<file path="src/rtl/encode42_seq_pkg.sv">
// Shared constants and state encoding for the encode42_seq registered 4-to-2 encoder.
`timescale 1ns/100ps

package encode42_seq_pkg;

  localparam int CODE_W = 2;
  localparam int N_REQ  = 4;

  typedef enum logic {
    ST_IDLE = 1'b0,
    ST_HOLD = 1'b1
  } state_e;

endpackage

</file>
<file path="src/rtl/encode42_seq_prio_sel4.sv">
// prio_sel4: combinational 4-way request selector with a configurable scan start and direction.
`timescale 1ns/100ps

module prio_sel4
  import encode42_seq_pkg::*;
#(
  parameter bit RR = 1'b0
) (
  input  logic [N_REQ-1:0]  req,
  input  logic [CODE_W-1:0] start,
  output logic [CODE_W-1:0] sel,
  output logic              any,
  output logic              multi
);

  // Round-robin scans upward from start; fixed mode scans downward from start-1,
  // so start=0 yields highest-index-wins.
  always_comb begin
    logic              found;
    logic [CODE_W-1:0] idx;
    // NOTE: every combinationally written variable gets a default first, so no path leaves it
    // unassigned and no latch is inferred.
    sel   = '0;
    found = 1'b0;
    idx   = '0;
    for (int k = 0; k < N_REQ; k++) begin
      idx = RR ? start + CODE_W'(k) : start - CODE_W'(k) - 2'd1;
      if (!found && req[idx]) begin
        sel   = idx;
        found = 1'b1;
      end
    end
  end

  assign any   = |req;
  assign multi = ($countones(req) > 1);

endmodule

</file>
<file path="src/rtl/encode42_seq.sv">
// encode42_seq: registered 4-to-2 encoder with valid/ready hold. Define ENCODE42_RR_EN for
// round-robin selection instead of fixed highest-index priority.
`timescale 1ns/100ps

module encode42_seq
  import encode42_seq_pkg::*;
#(
  parameter bit          ONEHOT_CHK = 1'b1,
  parameter int unsigned HOLD_MIN   = 0
) (
  input  logic              clk,
  input  logic              rst_n,
  input  logic              en,
  input  logic [N_REQ-1:0]  req,
  input  logic              ready,
  output logic [CODE_W-1:0] code,
  output logic              valid,
  output logic              multi,
  output logic              busy
);

`ifdef ENCODE42_RR_EN
  localparam bit RR_MODE = 1'b1;
`else
  localparam bit RR_MODE = 1'b0;
`endif

  localparam logic [3:0] HOLD_INIT = 4'(HOLD_MIN);

  state_e            state, next_state;
  logic [CODE_W-1:0] last;
  logic [3:0]        hold_cnt;
  logic [CODE_W-1:0] start;
  logic [CODE_W-1:0] sel;
  logic              sel_any;
  logic              sel_multi;
  logic              capture;
  logic              accept;

  // After reset last=3, so the first round-robin search begins at bit 0.
  assign start = RR_MODE ? last + 2'd1 : '0;

  prio_sel4 #(.RR(RR_MODE)) u_sel (
    .req   (req),
    .start (start),
    .sel   (sel),
    .any   (sel_any),
    .multi (sel_multi)
  );

  // NOTE: sequential state uses non-blocking assignments so every register samples
  // pre-edge values regardless of statement order.
  always_ff @(posedge clk or negedge rst_n) begin
    if (!rst_n) state <= ST_IDLE;
    else        state <= next_state;
  end

  always_comb begin
    next_state = state;
    capture    = 1'b0;
    accept     = 1'b0;
    case (state)
      ST_IDLE: if (en && sel_any) begin
        capture    = 1'b1;
        next_state = ST_HOLD;
      end
      ST_HOLD: if (valid && ready && hold_cnt == 4'd0) begin
        accept     = 1'b1;
        next_state = ST_IDLE;
      end
      default: next_state = ST_IDLE;
    endcase
  end

  always_ff @(posedge clk or negedge rst_n) begin
    if (!rst_n) begin
      code     <= '0;
      valid    <= 1'b0;
      multi    <= 1'b0;
      busy     <= 1'b0;
      last     <= 2'd3;
      hold_cnt <= '0;
    end else if (capture) begin
      code     <= sel;
      multi    <= ONEHOT_CHK && sel_multi;
      valid    <= 1'b1;
      busy     <= 1'b1;
      last     <= sel;
      hold_cnt <= HOLD_INIT;
    end else if (accept) begin
      valid <= 1'b0;
      busy  <= 1'b0;
    end else if (state == ST_HOLD && hold_cnt != 4'd0) begin
      hold_cnt <= hold_cnt - 4'd1;
    end
  end

endmodule

</file>
<file path="config.mk">
export PLATFORM = sky130hd
export DESIGN_NAME = encode42_seq
export DESIGN_NICKNAME = d
export VERILOG_FILES = /design/src/rtl/encode42_seq_pkg.sv /design/src/rtl/encode42_seq_prio_sel4.sv /design/src/rtl/encode42_seq.sv
export SDC_FILE = /design/constraint.sdc
export NUM_CORES = 1
export LEC_CHECK = 0
export ABC_AREA = 1
export BUFFER_PORTS_ARGS = -buffer_cell sky130_fd_sc_hd__buf_4
export CORE_AREA = 2 2 39 41
export CTS_CLUSTER_DIAMETER = 30
export DETAILED_ROUTE_END_ITERATION = 12
export DIE_AREA = 0 0 41 43
export PLACE_DENSITY = 0.75
export SETUP_SLACK_MARGIN = 0.3
export SLEW_MARGIN = 20
export SYNTH_ARGS = -nofsm -noshare
export SYNTH_HDL_FRONTEND = slang
export SYNTH_SLANG_ARGS = --single-unit
export TNS_END_PERCENT = 10
</file>
<file path="constraint.sdc">
create_clock -name clk -period 1.4 [get_ports clk]
set_clock_uncertainty 0.15 [all_clocks]
set_input_delay 0.14 -clock clk [delete_from_list [all_inputs] [get_ports clk]]
set_output_delay 0.14 -clock clk [all_outputs]
set_load 0.05 [all_outputs]
</file>
**Yosys cells after proc, flatten, opt, wreduce, memory -nomap -nowiden**

Cells that the tools add are included.

- Equal/unequal tests: 1
- Mux-type cells: 18
- Reduce and logical (&&, ||, !) cells: 16
- Bitwise logic cells: 1
- Add/sub/neg operators: 4
- $lt $le $gt $ge: 1

Operators by type and width:

| kind | number |
|---|---|
| adder 32 bit | 1 |
| greater-than comparator 32 x 2 -> 1 bit, second input constant | 1 |
| 2-to-1 mux 4 bit | 3 |
| 2-to-1 mux 1 bit | 10 |
| 2-to-1 mux 2 bit | 4 |
| logical AND 1 bit | 7 |
| adder 1 x 1 -> 2 bit | 2 |
| logical NOT 4 bit | 1 |
| nonzero test 2 bit | 2 |
| nonzero test 4 bit | 1 |
| OR reduction 4 bit | 1 |
| subtractor 4 x 1 -> 4 bit, second input constant | 1 |
| logical NOT 1 bit | 3 |
| inequality test 2 bit, second input constant | 1 |
| case mux 1 bit (2 select lines) | 1 |
| AND reduction 2 bit | 1 |
| inverter 1 bit | 1 |

- Word-level logic and storage cells: 46
- Output and inout bits: 5
- Register bits: 9

**Depth between registers and ports, before layout**

- Depth after elaboration: 10
- Depth in mapped cells: 8
- Mapped depth without buffers: 8

**By module**

From an unflattened synthesis, not the netlist that was laid out.

- Cells, all modules: 111
- Area total of the unflattened synthesis: 724.4 um^2

By module, submodules not included:

| module | area each (um^2) | cells an instance | instances |
|---|---|---|---|
| encode42_seq | 431.7 | 51 | 1 |
| prio_sel4 | 292.8 | 60 | 1 |

**Worst setup path before layout**

Ideal clock, no wire load.

- Path type: input port to flip-flop
- Start point: input req[3]
- End point: register multi
- Buffers on the path: 0
- Setup time: 0.127 ns
- Data required time: 1.123 ns
- Arrival: 1.126 ns
- Path slack: -0.003 ns
- Stages: 7
- Cells stage by stage: inv_1 ha_1 nand2_1 inv_1 fa_1 nor2_1 o21ai_0

- Longest elaborated chain between the ends: 4
- Elaborated cells on any way between the ends: 7
- Classes of those cells: add/sub: 2; order compare: 1; mux: 2; reduce/logical: 2

Ends and longest elaborated chain:

| item | line | source |
|---|---|---|
| start: declaration | encode42_seq.sv:14 | `input logic [N_REQ-1:0] req,` |
| parallel branches: the longest is 4 deep, another holds adder 32 bit | - |  |
| end signal: assignment | encode42_seq.sv:85 | `multi <= ONEHOT_CHK && sel_multi;` |
| end: declaration | encode42_seq.sv:18 | `output logic multi,` |

Several ways; the timed one is not identified.
A chain may end at the register's enable or synchronous reset.

**Worst setup path in the final report**

- Start point: register hold_cnt[1]
- End point: register hold_cnt[2]

- Longest elaborated chain between the ends: 6
- Elaborated cells on any way between the ends: 13
- Classes of those cells: add/sub: 1; eq/ne: 1; mux: 5; reduce/logical: 6

Ends and longest elaborated chain:

| item | line | source |
|---|---|---|
| start: declaration | encode42_seq.sv:32 | `logic [3:0] hold_cnt;` |
| start signal: assignment | encode42_seq.sv:94 | `hold_cnt <= hold_cnt - 4'd1;` |
| parallel branches: the longest is 6 deep, another holds subtractor 4 x 1 -> 4 bit | - |  |

Several ways; the timed one is not identified. The select of a mux whose other input is x is not followed.

==> flow_summary.ini <==
[run_status]
status = finished, final reports clean

[sta]
period_share = 0.892
rsz0062_at_grt = true
final.setup.tns_ps = 0
tightest_slew_ps = 181
setup_viol = 0
max_freq_mhz = 801
final.min_clock_period_ps = 1250
slew_headroom = 0.879
maxSlewViolCount = 0
finalHoldViolCount = 0

[yosys]
synth_cell_type_count = 14
syn-num-nets = 86
yosys_warnings = 0
seq_area_frac_synth = 0.383
synth_top_area_cell = dfrtp_1
synthesis.area_um2 = 588
synthDominantCellAreaShare = 0.383
avgSynthCellArea_um2 = 8.40
syn_inst = 70
synth_area_leaders = dfrtp_1 38%, ha_1 15%, nand2_1 13%
synth_seq_cells = 9

[clock_network]
root_buffer = clkbuf_4
cts_buffers = 3
cts_tree = built
clk_latency_ps = 260
path_clk_slew_ps = 60
clock_sink_count = 9
clock_path_buffers = 2
cts_htree_levels = 1

[route]
ant_nets = 0
drt_pass1_iterations = 3
viasPerCell = 4.75
vias = 527
drt_iter0_drc = 7
detail_route.drc_violations = 0
wl_per_cell_um = 11.1
drt_wl_total_um = 1240

[cells_and_area]
num-fill-cells = 127
fin_cells = 111
layout_commonest_cell = buf_4
layout.nets = 112
final_cell_mix = 22 x buf_4, 18 x nand2_1, 9 x o21ai_0, 8 x dfrtp_1
syn_to_final_growth_pct = 48.5
diodes = 0
post-route-util = 0.631
final_layout_size_suffix_gt1_frac = 0.421

[placement]
numPortBuffers = 12
hpwlAfterDp_um = 824
dp.cells = 100
gp_congestion = 0.676

[grt]
antenna_found_initial = 0
grt_pass1_vias = 467
grt_overflow = 0
grt_pass1_wl_um = 1840
grt_max_degree = 13
grtUsageTotal = 0.159

[die]
initial_core_util = 0.425
dieArea_um2 = 1760
chipWidth_um = 41
core_area_um2 = 1380
rows = 14
ios = 13
die_h_um = 43

[setup_path]
path_cells = inv_2 > ha_4 > buf_4 > a21oi_1 > nand2_1 > o21ai_0
path_max_fanout = 2
critical_path_class = reg2reg
cpMaxStageDelayCell = dfrtp_1
crit_arrival_ps = 1280
crit_required_ps = 1430
start_kind = register
cp-end-kind = register
max_stage_delay_ps = 360

[job]
max_cap_violations = 0

[min_path]
hold_class = in2reg

[power]
powerDensity_nw_per_um2 = 2030
peakVddDrop_uv = 699
leakage_nw = 0.449
power.total_mw = 1.77
-- timing repair --
item                                    in CTS  in global routing
endpoints found under the setup margin      14                 14
hold buffers                                 1                  0
gates resized for setup                      9                  0
endpoints found under the hold margin        9                  0
pin swaps                                    4                  3
setup buffers                                5                  1
-- critical path: cells and delay by family, from the launching register on --
kind | cells | cell delay (ps)
AO/OA/AOI/OAI | 2 | 220
adder cells (fa/ha/maj) | 1 | 170
buffers and inverters | 2 | 190
flip-flops | 1 | 360
AND/OR/NAND/NOR | 1 | 70
-- flip-flops by register name, summed over array words and instances (netlist names) --
name      count
hold_cnt      4
multi         1
busy          1
state         1
code          2
-- worst paths after layout --
kind	start	endpoint	slack [ps]	depth (start not counted)
hold reg to reg	multi	multi	350	2
min in group asynchronous	rst_n	busy	90	2
hold / removal	ready	busy	50	4
setup reg to reg	hold_cnt[1]	hold_cnt[2]	150	6
setup / recovery	hold_cnt[1]	hold_cnt[2]	150	6
max in group asynchronous	rst_n	state	860	2
-- layer usage --
layer | track usage | wire, um | vias to the layer above
li1 | - | - | 270
met4 | 0.120 | 37 | 0
met3 | 0.0314 | 47 | 4
met5 | 0 | 0 | -
met1 | 0.183 | 519 | 240
met2 | 0.244 | 632 | 13
-- power breakdown --
part	internal (mW)	total [mW]	switching, mW
clock	0.105	0.198	0.0923
sequential	0.392	0.486	0.0936
combinational	0.446	1.09	0.645
-- area by class of cell --
cell class	instances	area [um^2]	area share
multi-input combinational	49	362	0.414
sequential	9	226	0.259
timing repair buffer	23	175	0.201
inverter	10	62.6	0.0716
clock buffer	3	22.5	0.0258
tap	16	20.0	0.0229
clock inverter	1	5.00	0.00573
-- cell families after synthesis --
group | share of synthesized area
adders and majority gates | 0.183
AOI/OAI and AO/OA | 0.0936
DFF | 0.383
and+or+nand+nor | 0.245
buffers and inverters | 0.0958
-- Yosys cell counts (all sizes together) --
master	count
buf	2
ha	7
nand3b	2
nor2	3
a21oi	1
fa	1
dfrtp	9
o21ai	10
inv	10
nand3	5
nand2	20
-- metrics by stage --
step	area (um^2)	hold WS [ps]	setup slack (ps)
detailed placement	759	-180	-110
global route	873	48.3	81.5
floorplan	638	-306	89.2
global placement	759	-181	-84.3
CTS	866	36.7	164
finish	873	45.5	151
(Power assumes the default switching activity.)
